$ cat config.mk
export PLATFORM = sky130hd
export DESIGN_NAME = ttt_game_ctrl_flat
export DESIGN_NICKNAME = d
export VERILOG_FILES = /design/src/rtl/ttt_game_ctrl_if.sv /design/src/rtl/ttt_game_ctrl.sv /design/src/flat_wrapper.sv
export SDC_FILE = /design/constraint.sdc
export NUM_CORES = 1
export LEC_CHECK = 0
export BUFFER_PORTS_ARGS = -buffer_cell sky130_fd_sc_hd__buf_2
export CORE_ASPECT_RATIO = 0.75
export CORE_MARGIN = 5
export CORE_UTILIZATION = 58
export DETAILED_ROUTE_END_ITERATION = 16
export GPL_TIMING_DRIVEN = 0
export PLACE_DENSITY_LB_ADDON = 0.12
export SLEW_MARGIN = 20
export SYNTH_ARGS = -nofsm -noshare
export SYNTH_HDL_FRONTEND = slang
export SYNTH_SLANG_ARGS = --single-unit
$ cat constraint.sdc
create_clock -name clk -period 4.3 [get_ports clk]
set_clock_uncertainty 0.15 [all_clocks]
set_input_delay 0.215 -clock clk [delete_from_list [all_inputs] [get_ports clk]]
set_output_delay 0.215 -clock clk [all_outputs]
set_load 0.02 [all_outputs]
$ cat src/rtl/ttt_game_ctrl_if.sv
// ttt_game_ctrl_if: button/frame inputs and display snapshot outputs of the tic-tac-toe engine.
// master = button/timing source and renderer side, slave = game controller.
interface ttt_game_ctrl_if;
   logic        btn_up, btn_down, btn_left, btn_right, btn_place, btn_new, frame_start;
   logic [17:0] board_disp;
   logic [3:0]  cursor_disp;
   logic        turn_disp;
   logic [1:0]  state_disp, winner_disp;
   logic [8:0]  win_mask_disp;
   modport master (
      output btn_up, btn_down, btn_left, btn_right, btn_place, btn_new, frame_start,
      input  board_disp, cursor_disp, turn_disp, state_disp, winner_disp, win_mask_disp
   );
   modport slave (
      input  btn_up, btn_down, btn_left, btn_right, btn_place, btn_new, frame_start,
      output board_disp, cursor_disp, turn_disp, state_disp, winner_disp, win_mask_disp
   );
endinterface

$ cat src/rtl/ttt_game_ctrl.sv
// ttt_game_ctrl: tic-tac-toe game-state engine with a frame-synchronous display snapshot.
// Define TTT_BTN_SYNC_EN to synchronize and edge-detect raw asynchronous button levels.
module ttt_game_ctrl #(
   parameter bit FIRST_PLAYER = 1'b0,
   parameter bit WRAP_CURSOR  = 1'b0,
   parameter bit FRAME_SYNC   = 1'b1
) (
   input logic            clk,
   input logic            RST_BTN,
   ttt_game_ctrl_if.slave bus
);
   typedef enum logic [1:0] {PLAY = 2'd0, WIN = 2'd1, DRAW = 2'd2, CHECK = 2'd3} state_t;
   localparam logic [8:0] LINES [8] = '{9'h007, 9'h038, 9'h1c0, 9'h049, 9'h092, 9'h124, 9'h111, 9'h054};
   localparam logic [35:0] RST_DISP = {18'd0, 4'd4, FIRST_PLAYER, 13'd0};

   logic [5:0] w_raw, w_btn;
   logic       w_new, w_place, w_up, w_down, w_left, w_right;
   assign w_raw = {bus.btn_new, bus.btn_place, bus.btn_up, bus.btn_down, bus.btn_left, bus.btn_right};
`ifdef TTT_BTN_SYNC_EN
   logic [5:0] r_sync1, r_sync2, r_sync3;
   always_ff @(posedge clk or negedge RST_BTN)
      if (!RST_BTN) begin
         r_sync1 <= '0;
         r_sync2 <= '0;
         r_sync3 <= '0;
      end else begin
         r_sync1 <= w_raw;
         r_sync2 <= r_sync1;
         r_sync3 <= r_sync2;
      end
   assign w_btn = r_sync2 & ~r_sync3;
`else
   assign w_btn = w_raw;
`endif
   assign {w_new, w_place, w_up, w_down, w_left, w_right} = w_btn;

   state_t      r_state, w_state_nx;
   logic [17:0] r_board, w_board_nx;
   logic [3:0]  r_cursor, w_cursor_nx, r_moves, w_moves_nx;
   logic        r_turn, w_turn_nx;
   logic [1:0]  r_winner, w_winner_nx;
   logic [8:0]  r_mask, w_mask_nx;
   logic [1:0]  w_row, w_col, w_mark;
   logic [3:0]  w_up_c, w_down_c, w_left_c, w_right_c;
   logic [8:0]  w_own, w_hit_mask;
   logic        w_empty;

   assign w_row     = r_cursor >= 4'd6 ? 2'd2 : r_cursor >= 4'd3 ? 2'd1 : 2'd0;
   assign w_col     = 2'(r_cursor - 4'd3 * {2'd0, w_row});
   assign w_up_c    = w_row == 2'd0 ? (WRAP_CURSOR ? r_cursor + 4'd6 : r_cursor) : r_cursor - 4'd3;
   assign w_down_c  = w_row == 2'd2 ? (WRAP_CURSOR ? r_cursor - 4'd6 : r_cursor) : r_cursor + 4'd3;
   assign w_left_c  = w_col == 2'd0 ? (WRAP_CURSOR ? r_cursor + 4'd2 : r_cursor) : r_cursor - 4'd1;
   assign w_right_c = w_col == 2'd2 ? (WRAP_CURSOR ? r_cursor - 4'd2 : r_cursor) : r_cursor + 4'd1;
   assign w_mark    = r_turn ? 2'b10 : 2'b01;
   assign w_empty   = r_board[{r_cursor, 1'b0} +: 2] == 2'b00;

   // Turn is still the placing player's during CHECK, so w_mark is the mark just placed.
   always_comb begin
      w_own      = '0;
      w_hit_mask = '0;
      for (int i = 0; i < 9; i++) w_own[i] = r_board[2*i +: 2] == w_mark;
      for (int l = 0; l < 8; l++) if ((w_own & LINES[l]) == LINES[l]) w_hit_mask = w_hit_mask | LINES[l];
   end

   always_comb begin
      w_state_nx  = r_state;
      w_board_nx  = r_board;
      w_cursor_nx = r_cursor;
      w_turn_nx   = r_turn;
      w_winner_nx = r_winner;
      w_mask_nx   = r_mask;
      w_moves_nx  = r_moves;
      if (w_new) begin
         w_state_nx  = PLAY;
         w_board_nx  = '0;
         w_cursor_nx = 4'd4;
         w_turn_nx   = FIRST_PLAYER;
         w_winner_nx = 2'b00;
         w_mask_nx   = '0;
         w_moves_nx  = '0;
      end else if (r_state == PLAY) begin
         if (w_place) begin
            if (w_empty) begin
               w_board_nx = r_board | ({16'd0, w_mark} << {r_cursor, 1'b0});
               w_moves_nx = r_moves + 4'd1;
               w_state_nx = CHECK;
            end
         end else
            w_cursor_nx = w_up ? w_up_c : w_down ? w_down_c : w_left ? w_left_c : w_right ? w_right_c : r_cursor;
      end else if (r_state == CHECK) begin
         if (|w_hit_mask) begin
            w_state_nx  = WIN;
            w_winner_nx = w_mark;
            w_mask_nx   = w_hit_mask;
         end else if (r_moves == 4'd9)
            w_state_nx = DRAW;
         else begin
            w_turn_nx  = ~r_turn;
            w_state_nx = PLAY;
         end
      end
   end

   always_ff @(posedge clk or negedge RST_BTN)
      if (!RST_BTN) begin
         r_state  <= PLAY;
         r_board  <= '0;
         r_cursor <= 4'd4;
         r_turn   <= FIRST_PLAYER;
         r_winner <= 2'b00;
         r_mask   <= '0;
         r_moves  <= '0;
      end else begin
         r_state  <= w_state_nx;
         r_board  <= w_board_nx;
         r_cursor <= w_cursor_nx;
         r_turn   <= w_turn_nx;
         r_winner <= w_winner_nx;
         r_mask   <= w_mask_nx;
         r_moves  <= w_moves_nx;
      end

   // CHECK is internal bookkeeping; the renderer still sees PLAY.
   logic [35:0] w_live, w_disp;
   assign w_live = {r_board, r_cursor, r_turn, r_state == CHECK ? 2'b00 : 2'(r_state), r_winner, r_mask};

   if (FRAME_SYNC) begin : g_sync
      logic [35:0] r_disp;
      always_ff @(posedge clk or negedge RST_BTN)
         if (!RST_BTN) r_disp <= RST_DISP;
         else if (bus.frame_start) r_disp <= w_live;
      assign w_disp = r_disp;
   end else begin : g_live
      assign w_disp = w_live;
   end

   assign {bus.board_disp, bus.cursor_disp, bus.turn_disp, bus.state_disp, bus.winner_disp, bus.win_mask_disp} = w_disp;
endmodule

$ cat src/flat_wrapper.sv
// flat-port wrapper written by rule: the top's interface ports become plain ports
module ttt_game_ctrl_flat 
#(
   parameter bit FIRST_PLAYER = 1'b0,
   parameter bit WRAP_CURSOR  = 1'b0,
   parameter bit FRAME_SYNC   = 1'b1
)
  (clk, RST_BTN, bus_btn_up, bus_btn_down, bus_btn_left, bus_btn_right, bus_btn_place, bus_btn_new, bus_frame_start, bus_board_disp, bus_cursor_disp, bus_turn_disp, bus_state_disp, bus_winner_disp, bus_win_mask_disp);
  ttt_game_ctrl_if bus_i ();
  input logic clk;
  input logic RST_BTN;
  input wire logic [$bits(bus_i.btn_up)-1:0] bus_btn_up;
  input wire logic [$bits(bus_i.btn_down)-1:0] bus_btn_down;
  input wire logic [$bits(bus_i.btn_left)-1:0] bus_btn_left;
  input wire logic [$bits(bus_i.btn_right)-1:0] bus_btn_right;
  input wire logic [$bits(bus_i.btn_place)-1:0] bus_btn_place;
  input wire logic [$bits(bus_i.btn_new)-1:0] bus_btn_new;
  input wire logic [$bits(bus_i.frame_start)-1:0] bus_frame_start;
  output wire logic [$bits(bus_i.board_disp)-1:0] bus_board_disp;
  output wire logic [$bits(bus_i.cursor_disp)-1:0] bus_cursor_disp;
  output wire logic [$bits(bus_i.turn_disp)-1:0] bus_turn_disp;
  output wire logic [$bits(bus_i.state_disp)-1:0] bus_state_disp;
  output wire logic [$bits(bus_i.winner_disp)-1:0] bus_winner_disp;
  output wire logic [$bits(bus_i.win_mask_disp)-1:0] bus_win_mask_disp;
  assign bus_i.btn_up = bus_btn_up;
  assign bus_i.btn_down = bus_btn_down;
  assign bus_i.btn_left = bus_btn_left;
  assign bus_i.btn_right = bus_btn_right;
  assign bus_i.btn_place = bus_btn_place;
  assign bus_i.btn_new = bus_btn_new;
  assign bus_i.frame_start = bus_frame_start;
  assign bus_board_disp = bus_i.board_disp;
  assign bus_cursor_disp = bus_i.cursor_disp;
  assign bus_turn_disp = bus_i.turn_disp;
  assign bus_state_disp = bus_i.state_disp;
  assign bus_winner_disp = bus_i.winner_disp;
  assign bus_win_mask_disp = bus_i.win_mask_disp;
  ttt_game_ctrl #(.FIRST_PLAYER(FIRST_PLAYER), .WRAP_CURSOR(WRAP_CURSOR), .FRAME_SYNC(FRAME_SYNC)) u_core (.clk(clk), .RST_BTN(RST_BTN), .bus(bus_i));
endmodule
==> impl_metrics.tcl, run 1 <==
set metrics [dict create \
    power_switching_uw 835 \
    synth-edff-count 0 \
    portBuffers 42 \
    die_w_um 104 \
    cap_violations 0 \
    fin_crit_sh_pct 87.3 \
    rsz0062_at_grt "no" \
    gp_congestion 0.850 \
    synthDistinctLibCells 61 \
    syn_area_um2 3840 \
    dieHeight_um 80.4 \
    worstPathArrival_ps 3850 \
    grt_pass1_vias 2911 \
    crit_buf_inv 1 \
    hold_violations 0 \
    ant_nets 0 \
    path_clk_slew_ps 80 \
    synth_cells 347 \
    grt_max_degree 41 \
    critPathTopFamily "simple AND/OR/NAND/NOR gates" \
    h-tree-depth 3 \
    setup_viol 0 \
    cp-end-kind "flip-flop" \
    totalWireLength_mm 9.44 \
    nets 421 \
    p_sw_share_pct 37.8 \
    core_um2 6380 \
    dr_total_vias 3018 \
    drv_slew 0 \
    wl_per_cell_um 19.3 \
    clock-sinks 76 \
    rows 25 \
    tightest_slew_ps 791 \
    hold_path.class "in -> reg" \
    final_layout_size_suffix_gt1_share_pct 27.8 \
    status "completed" \
    slowest_stage "dfstp_2" \
    ctsHoldBuffers 1 \
    fmax_mhz 266 \
    ir_drop_uv 336 \
    synth_seq_cells 76 \
    timing.critical_path.mode_cell "ha_1" \
    crit_path_max_fanout 10 \
    dieArea_um2 8360 \
    drc 0 \
    min_period_ps 3750 \
    place_area_um2 4170 \
    overflow 0 \
    hold_ws_ps 107 \
    grt_antenna_before_repair 0 \
    diodes 0 \
    clk_latency_ps 350 \
    powerDensity_nw_per_um2 503 \
    dp.cells 471 \
    combinationalPowerShare_pct 35.2 \
    slew_headroom_pct 46.8 \
    setup_ws_ps 545 \
    finalSetupTns_ps 0 \
    dpl.hpwl_mm 6.85 \
    ys.flop_type "dfrtp_1" \
    groute.usage.overall_pct 24.0 \
    final_cells 488 \
    area_growth_pct 14.4 \
    cts_made_buffers 9 \
    p_int_uw 1370 \
    drtIter0Drc 288 \
    start_kind "flip-flop" \
    path_cells "clkbuf_1 -> mux2i_1 -> nor2_1 -> ha_1 -> ha_1 -> nand2_1 -> a2bb2oi_1 -> or4_1 -> o211ai_1 -> and2_1 -> mux2_2" \
    synth_fp_nets 366 \
    pre_cts_ws_ps 659 \
    cts_tree "done" \
    final_area_um2 4390 \
    avgSynthCellArea_um2 11.1 \
    slowest_delay_ps 620 \
    ys_seq_area_share_pct 49.6 \
    io_pins 45 \
    via_per_inst 6.18 \
    cts_resized 0 \
    initial_utilization_pct 60.1 \
    seqPwrFrac_pct 40.0 \
    cts_setup_buffers 0 \
    pwr-share-clk_pct 24.8 \
    async_flop_share_pct 100 \
    grt_pass1_wl_mm 15.6 \
    power_leakage_uw 0.00209 \
    synth_warnings 0 \
    first_pass_iters 5 \
    worst-setup-path-type "reg -> reg" \
    root_buffer "clkbuf_8" \
    cts_max_path_buffers 2 \
    critical_path_required_ps 4390 \
]
## layer usage
layer	track usage (%)	wire length [um]	vias up	share of wire, %
li1	-	-	1374	-
met1	36.2	4570	1471	48
met2	34.1	3850	158	41
met3	5.38	861	15	9.1
met4	7.63	152	0	1.6
met5	0	0	-	0
## cell usage in the layout, fill, tap and decap left out, types with 8 or more instances in the layout
master and count:
nor2_1 35, nand2_1 20, buf_2 42, mux2_2 37
nand2b_1 9, clkbuf_1 9, clkbuf_8 10, a21oi_1 11
o22ai_1 8, dfrtp_1 74, ha_1 9, inv_1 15
## state kept, by name, summed over array words and instances (netlist names)
signal / cells
u_core.r_board: 18
u_core.r_turn: 1
u_core.r_winner: 2
u_core.r_cursor: 4
u_core.r_moves: 4
u_core.g_sync.r_disp: 36
u_core.r_state: 2
u_core.r_mask: 9
## worst reg2reg max path, cell delays in order, from the launching register on
cell       delay (ps)
dfstp_2           620
clkbuf_1          460
mux2i_1           250
nor2_1             60
ha_1              310
ha_1              350
nand2_1            70
a2bb2oi_1         140
or4_1             420
o211ai_1          210
and2_1            260
mux2_2            350
## Yosys cell counts, types with 2 or more instances
cell | count | area [um^2]
a21o_1 | 5 | 37.5
o2bb2ai_1 | 6 | 52.6
nand3b_1 | 7 | 52.6
inv_2 | 2 | 7.51
xnor2_1 | 6 | 52.6
clkbuf_1 | 9 | 33.8
a311o_1 | 2 | 20.0
a311oi_1 | 2 | 17.5
a21oi_1 | 11 | 55.1
mux2_1 | 2 | 22.5
dfstp_2 | 2 | 52.6
o21ai_1 | 2 | 10.0
a211oi_1 | 2 | 15.0
nor2b_1 | 5 | 31.3
a31o_2 | 2 | 17.5
inv_1 | 15 | 56.3
dfrtp_1 | 74 | 1850
or3b_1 | 3 | 26.3
o32ai_1 | 6 | 52.6
buf_1 | 2 | 7.51
nor2_1 | 35 | 131
a31oi_1 | 4 | 25.0
mux2i_1 | 7 | 70.1
buf_6 | 2 | 22.5
nand4_1 | 6 | 37.5
ha_1 | 9 | 113
mux2_2 | 37 | 417
nand2b_1 | 9 | 56.3
o22ai_1 | 8 | 50.1
nand2_1 | 20 | 75.1
nor4_1 | 4 | 25.0
o21ai_0 | 6 | 30.0
nand3_1 | 4 | 20.0
nor3_1 | 4 | 20.0
## per-stage QoR
step | total power [uW] | utilization (%)
2_1_floorplan | 1420 | -
3_3_place_gp | 1610 | 65.0
3_5_place_dp | 1640 | 65.4
4_1_cts | 2200 | 68.7
5_1_grt | 2330 | 68.8
6_report | 2210 | 68.8
## cell type report
type,count,area [um^2]
clock inverters,6,63.8
fillers,500,1990
flip-flops and latches,76,1900
inverters,18,67.6
repair buffers,44,243
multi-input cells,238,1790
plain buffers,15,76.3
well taps,81,101
clock buffers,10,138
## power by group through the flow
stage / Clock, uW / Sequential [uW] / Combinational, uW
after global routing: 593 / 894 / 847
after global placement: 0 / 887 / 723
after floorplan: 0 / 911 / 510
after detailed placement: 0 / 893 / 750
after CTS: 560 / 879 / 756
final: 548 / 883 / 776
## cells by family after synthesis
kind of cell,Yosys count,synth area share (%)
xor+xnor,6,1.37
flops,76,49.6
compound gates,70,13.9
simple gates,105,14.1
buf+inv,33,3.75
mux,47,13.9
fa+ha+maj,10,3.46
## final timing paths
check | slack (ps) | cells after the start | endpoint | startpoint
min | 110 | 3 | u_core.r_cursor[3]$_DFFE_PN0P_ | bus_btn_new
max reg2reg | 550 | 11 | u_core.r_cursor[0]$_DFFE_PN0P_ | u_core.r_cursor[2]$_DFFE_PN1P_
min reg2reg | 330 | 1 | u_core.r_mask[5]$_DFFE_PN0P_ | u_core.r_mask[5]$_DFFE_PN0P_
max in group asynchronous | 3160 | 3 | u_core.g_sync.r_disp[16]$_DFFE_PN1P_ | RST_BTN
min in group asynchronous | 210 | 2 | u_core.r_board[16]$_DFFE_PN0P_ | RST_BTN
max | 550 | 11 | u_core.r_cursor[0]$_DFFE_PN0P_ | u_core.r_cursor[2]$_DFFE_PN1P_
No activity file was read; power rests on OpenSTA's default activity.
==> run 2: changes to the inputs <==
RECOVER_POWER = 50   (was not set)
==> run 2 against run 1 <==
Net effect: the run now ends with max-capacitance violations, max-slew violations left; core utilization fell by 0.27 points; die area unchanged; critical path type unchanged; register-to-register slack worse by 20 ps.
==> impl_metrics.tcl, run 2 (synthesis gave the netlist of run 1 again) <==
set metrics [dict create \
    status "finished, violations left" \
    violations "max-capacitance violations, max-slew violations" \
    portBuffers 42 \
    cp-end-kind "flip-flop" \
    via_per_inst 6.17 \
    power_switching_uw 838 \
    maxUsedRoutingLayer "met4" \
    min_period_ps 3770 \
    wl_met2_mm 3.83 \
    dp.cells 471 \
    ant_nets 0 \
    wl_met1_mm 4.61 \
    gp_congestion 0.850 \
    cts_tree "done" \
    nets 421 \
    top_register "u_core.g_sync.r_disp" \
    rows 25 \
    cts_max_path_buffers 2 \
    grt_pass1_vias 2911 \
    post-route-util_pct 68.5 \
    grt_antenna_before_repair 0 \
    setup_viol 0 \
    worst-setup-path-type "reg -> reg" \
    path_cells "clkbuf_1 -> mux2i_1 -> nor2_1 -> ha_1 -> ha_1 -> a21oi_1 -> a2bb2oi_1 -> or4_1 -> o211ai_1 -> and2_1 -> mux2_2" \
    setup_ws_ps 530 \
    fmax_mhz 265 \
    ir_drop_uv 336 \
    groute.usage.overall_pct 24.0 \
    core_um2 6380 \
    rsz0062_at_grt "no" \
    place_area_um2 4170 \
    clk_latency_ps 350 \
    initial_utilization_pct 60.1 \
    tightest_slew_ps 1990 \
    totalWireLength_mm 9.43 \
    combinationalPowerShare_pct 35.1 \
    final_area_um2 4370 \
    crit_path_max_fanout 10 \
    h-tree-depth 3 \
    top_regs "u_core.g_sync.r_disp (36), u_core.r_board (18), u_core.r_mask (9)" \
    critical_path_required_ps 4390 \
    cap_violations 1 \
    wl_per_cell_um 19.3 \
    final_common_cell "dfrtp_1" \
    slowest_stage "dfstp_2" \
    p_sw_share_pct 37.9 \
    start_kind "flip-flop" \
    path_clk_slew_ps 80 \
    seqPwrFrac_pct 40.1 \
    dr_total_vias 3009 \
    slowest_delay_ps 620 \
    drc 0 \
    grt_pass1_wl_mm 15.6 \
    pre_cts_ws_ps 659 \
    io_pins 45 \
    cts_setup_buffers 0 \
    hold_violations 0 \
    final_cell_mix "74 x dfrtp_1, 37 x mux2_2, 35 x nor2_1" \
    final_layout_size_suffix_gt1_share_pct 24.8 \
    cts_resized 0 \
    powerDensity_nw_per_um2 505 \
    dieHeight_um 80.4 \
    clock-sinks 76 \
    wl_met3_um 844 \
    root_buffer "clkbuf_8" \
    slew_headroom_pct -32.5 \
    first_pass_iters 5 \
    overflow 0 \
    fillers 509 \
    drtIter0Drc 287 \
    pwr-share-clk_pct 24.9 \
    largest_reg_flops 36 \
    diodes 0 \
    drv_slew 37 \
    grt_max_degree 41 \
    timing.critical_path.mode_cell "ha_1" \
    dpl.hpwl_mm 6.85 \
    worstPathArrival_ps 3860 \
    finalSetupTns_ps 0 \
    dieArea_um2 8360 \
    die_w_um 104 \
    hold_path.class "in -> reg" \
    final_cells 488 \
    cts_made_buffers 9 \
    area_growth_pct 13.9 \
    power_leakage_uw 0.00204 \
    fin_crit_sh_pct 87.7 \
    p_int_uw 1370 \
]
[run 2: cell types whose count changed in the layout (fill, tap and decap cells not counted), sizes merged]
cell and delta:
buf -12, clkbuf +12
[run 2: path summary, 6_finish.rpt]
path | startpoint | endpoint | slack, ps | cells after the start
hold reg to reg | u_core.r_mask[5]$_DFFE_PN0P_ | u_core.r_mask[5]$_DFFE_PN0P_ | 330 | 1
hold / removal | bus_btn_new | u_core.r_cursor[3]$_DFFE_PN0P_ | 110 | 3
setup / recovery | u_core.r_cursor[2]$_DFFE_PN1P_ | u_core.r_cursor[0]$_DFFE_PN0P_ | 530 | 11
max in group asynchronous | RST_BTN | u_core.r_mask[5]$_DFFE_PN0P_ | 2040 | 2
setup reg to reg | u_core.r_cursor[2]$_DFFE_PN1P_ | u_core.r_cursor[0]$_DFFE_PN0P_ | 530 | 11
min in group asynchronous | RST_BTN | u_core.r_board[16]$_DFFE_PN0P_ | 810 | 2
[run 2: cell type report]
| type | instances | area (um^2) | share of cell area, % |
|---|---|---|---|
| buffer | 15 | 76.3 | 1.75 |
| clock buffer | 10 | 138 | 3.15 |
| clock inverter | 6 | 63.8 | 1.46 |
| inverter | 18 | 67.6 | 1.55 |
| multi-input combinational | 238 | 1790 | 41.1 |
| sequential | 76 | 1900 | 43.6 |
| tap | 81 | 101 | 2.32 |
| timing repair buffer | 44 | 225 | 5.15 |
[run 2: per-stage QoR]
stage	hold WS [ps]	total power, uW
2_1_floorplan	-231	1420
3_3_place_gp	308	1610
3_5_place_dp	50.8	1640
4_1_cts	95.0	2200
5_1_grt	111	2330
6_report	106	2210
[run 2: critical path: cells and delay by family, from the launching register on]
family	cells	cell delay, ps
and+or+nand+nor	3	740
adders and majority gates	2	650
DFF	1	620
muxes	2	600
buffers and inverters	1	450
AOI/OAI and AO/OA	3	440
[run 2: repair_timing]
| action | CTS | global route |
|---|---|---|
| hold endpoints to repair | 36 | 0 |
| setup endpoints to repair | 0 | 0 |
| hold buffers | 1 | 0 |
[run 2: metal layers]
metal	global-route usage, %	up-vias
li1	-	1373
met1	36.2	1470
met2	34.1	151
met3	5.38	15
met4	7.63	0
met5	0	-
[run 2: power groups by stage]
stage / Sequential (uW) / Clock [uW] / Combinational [uW]
3_5_place_dp: 893 / 0 / 750
4_1_cts: 879 / 560 / 756
3_3_place_gp: 887 / 0 / 723
5_1_grt: 894 / 593 / 845
6_report: 884 / 549 / 774
2_1_floorplan: 911 / 0 / 510
==> run 3: changes to the inputs <==
ABC_AREA = 1   (was not set)
==> run 3 against run 2 <==
Net effect: global-route usage fell by 0.55 points; setup slack improved by 550 ps; the run still ends with max-capacitance violations, max-slew violations left; core utilization fell by 1.3 points; cell area rose by 4.5%; largest cell class unchanged; first-iteration DRC count fell by 21%; sequential cell count did not move; via count rose by 15%; wire length fell by 0.53%.
==> impl_metrics.tcl, run 3 <==
set metrics [dict create \
    tightest_slew_ps 1940 \
    ys_seq_area_share_pct 46.9 \
    ys.flop_type "dfrtp_1" \
    overflow 0 \
    synthDistinctLibCells 33 \
    fin_crit_sh_pct 74.9 \
    root_buffer "clkbuf_8" \
    combinationalPowerShare_pct 40.1 \
    synth_warnings 0 \
    worst-setup-path-type "reg -> reg" \
    gp_congestion 0.907 \
    avgSynthCellArea_um2 8.31 \
    area_growth_pct 12.6 \
    setup_viol 0 \
    top_regs "u_core.g_sync.r_disp (36), u_core.r_board (18), u_core.r_mask (9)" \
    fillers 573 \
    grt_max_degree 41 \
    core_um2 6800 \
    first_pass_iters 5 \
    cts_tree "done" \
    cts_resized 0 \
    synth-edff-count 0 \
    finalSetupTns_ps 0 \
    place_area_um2 4390 \
    die_w_um 107 \
    totalWireLength_mm 9.38 \
    drv_slew 38 \
    synth_top_area_share_pct 45.7 \
    cts_max_path_buffers 2 \
    cp-end-kind "flip-flop" \
    power_leakage_uw 0.00235 \
    power_switching_uw 958 \
    dr_total_vias 3451 \
    synth_seq_cells 76 \
    final_cell_mix "103 x nand2_1, 74 x dfrtp_1, 55 x nand3_1" \
    final_common_cell "nand2_1" \
    min_period_ps 3220 \
    via_per_inst 5.46 \
    synthTopCellsByCount "103 x nand2_1, 74 x dfrtp_1, 55 x nand3_1" \
    clock-sinks 76 \
    cap_violations 1 \
    grt_pass1_vias 3338 \
    portBuffers 42 \
    io_pins 45 \
    pwr-share-clk_pct 23.0 \
    drc 0 \
    status "finished, violations left" \
    hold_path.class "in -> reg" \
    p_sw_share_pct 41.1 \
    cts_made_buffers 9 \
    diodes 0 \
    wl_per_cell_um 14.8 \
    ir_drop_uv 354 \
    nets 562 \
    largest_reg_flops 36 \
    initial_utilization_pct 59.7 \
    p_int_uw 1370 \
    violations "max-capacitance violations, max-slew violations" \
    dieHeight_um 82.4 \
    synthTopCellsByArea "dfrtp_1 46%, nand2_1 9.5%, nand3_1 6.8%" \
    regArea_um2 1900 \
    synth_cells 488 \
    synth_fp_nets 507 \
    drtIter0Drc 228 \
    clk_latency_ps 350 \
    syn_area_um2 4060 \
    ant_nets 0 \
    rows 26 \
    final_layout_size_suffix_gt1_share_pct 19.7 \
    grt_pass1_wl_mm 16.0 \
    crit_path_max_fanout 11 \
    rsz0062_at_grt "no" \
    dpl.hpwl_mm 6.99 \
    start_kind "flip-flop" \
    slew_headroom_pct -29.5 \
    final_area_um2 4570 \
    path_clk_slew_ps 80 \
    h-tree-depth 3 \
    critical_path_required_ps 4380 \
    grt_antenna_before_repair 0 \
    seqPwrFrac_pct 36.9 \
    multi_input_area_um2 1840 \
    fmax_mhz 311 \
    synth_area_leader_cell "dfrtp_1" \
    top_register "u_core.g_sync.r_disp" \
    groute.usage.overall_pct 23.4 \
    synth_most_common_cell "nand2_1" \
    powerDensity_nw_per_um2 511 \
    dieArea_um2 8780 \
    async_flop_share_pct 100 \
    hold_violations 0 \
    worstPathArrival_ps 3300 \
]
run 3: cell count changes in the layout (fill, tap and decap cells not counted), moves of 7 or more:
cell | previous run | this run
a21oi_1 | 11 | 40
nor2_1 | 35 | 50
mux2i_1 | 7 | 0
o22ai_1 | 8 | 0
nand2_1 | 20 | 103
mux2_2 | 37 | 11
nand3_1 | 4 | 55
inv_1 | 15 | 41
nand3_2 | 0 | 14
nand2b_1 | 9 | 0
run 3: final timing paths:
check | start | endpoint | slack (ps) | depth (start not counted)
worst max-delay path | u_core.r_cursor[0]$_DFFE_PN0P_ | u_core.r_cursor[3]$_DFFE_PN0P_ | 1080 | 17
worst min-delay path | bus_btn_new | u_core.r_mask[0]$_DFFE_PN0P_ | 100 | 4
worst max register to register | u_core.r_cursor[0]$_DFFE_PN0P_ | u_core.r_cursor[3]$_DFFE_PN0P_ | 1080 | 17
worst min register to register | u_core.g_sync.r_disp[16]$_DFFE_PN1P_ | u_core.g_sync.r_disp[16]$_DFFE_PN1P_ | 340 | 2
max in group asynchronous | RST_BTN | u_core.r_turn$_DFFE_PN0P_ | 1360 | 3
min in group asynchronous | RST_BTN | u_core.g_sync.r_disp[23]$_DFFE_PN0P_ | 780 | 2
run 3: power by group through the flow:
stage               Clock, uW  Sequential, uW  Combinational [uW]
detailed placement          0             873                 929
floorplan                   0             907                 656
global placement            0             871                 899
finish                    537             860                 934
global route              585             870                1050
CTS                       551             859                 936
run 3: per-stage QoR:
step	hold slack [ps]	worst slack, ps	util (%)	std cells	total power, uW
after floorplan	-231	1530	-	488	1560
after global placement	332	1160	64.3	614	1770
after detailed placement	57.4	1140	64.6	615	1800
after CTS	81.8	1110	67.6	632	2350
after global routing	95.8	706	67.2	632	2500
final	97.1	1080	67.2	632	2330
run 3: critical path, cell delays in order (launching register included):
cell and delay (ps):
dfrtp_1 510, inv_2 150, buf_4 200, ha_1 160, nor2_1 40, o21ai_1 240, nor2_1 80, ha_1 300
inv_1 50, ha_1 170, nor2_1 110, xor2_1 190, xor2_1 210, nand2_1 70, o211ai_1 90, nand2_1 190
nand2_1 100, o21ai_0 80
run 3: what timing repair did:
item,in CTS,in global routing
endpoints found under the hold margin,36,0
hold buffers,1,0
setup buffers,0,0
run 3: cell families (layout without fill, tap and decap cells):
logic type,after synthesis,count (layout),synth area share (%)
flops,76,76,46.9
simple gates,249,249,29.1
mux,11,11,3.05
xor+xnor,6,6,1.30
compound gates,66,66,8.54
fa+ha+maj,10,10,3.27
buf+inv,70,130,7.80
run 3: layer usage:
metal	vias up	routed length, um	share of wire (%)	track usage [%]
met5	-	0	0	0
li1	1706	-	-	-
met3	14	467	5.0	4.90
met4	0	178	1.9	7.66
met1	1643	4570	49	32.7
met2	88	4170	44	37.1
run 3: layout make-up:
class	count	share of cell area, %
repair buffers	44	4.63
flip-flops and latches	76	41.7
clock buffers	10	2.80
clock inverters	6	1.43
well taps	84	2.30
inverters	47	3.86
multi-input cells	342	40.2
plain buffers	23	3.07
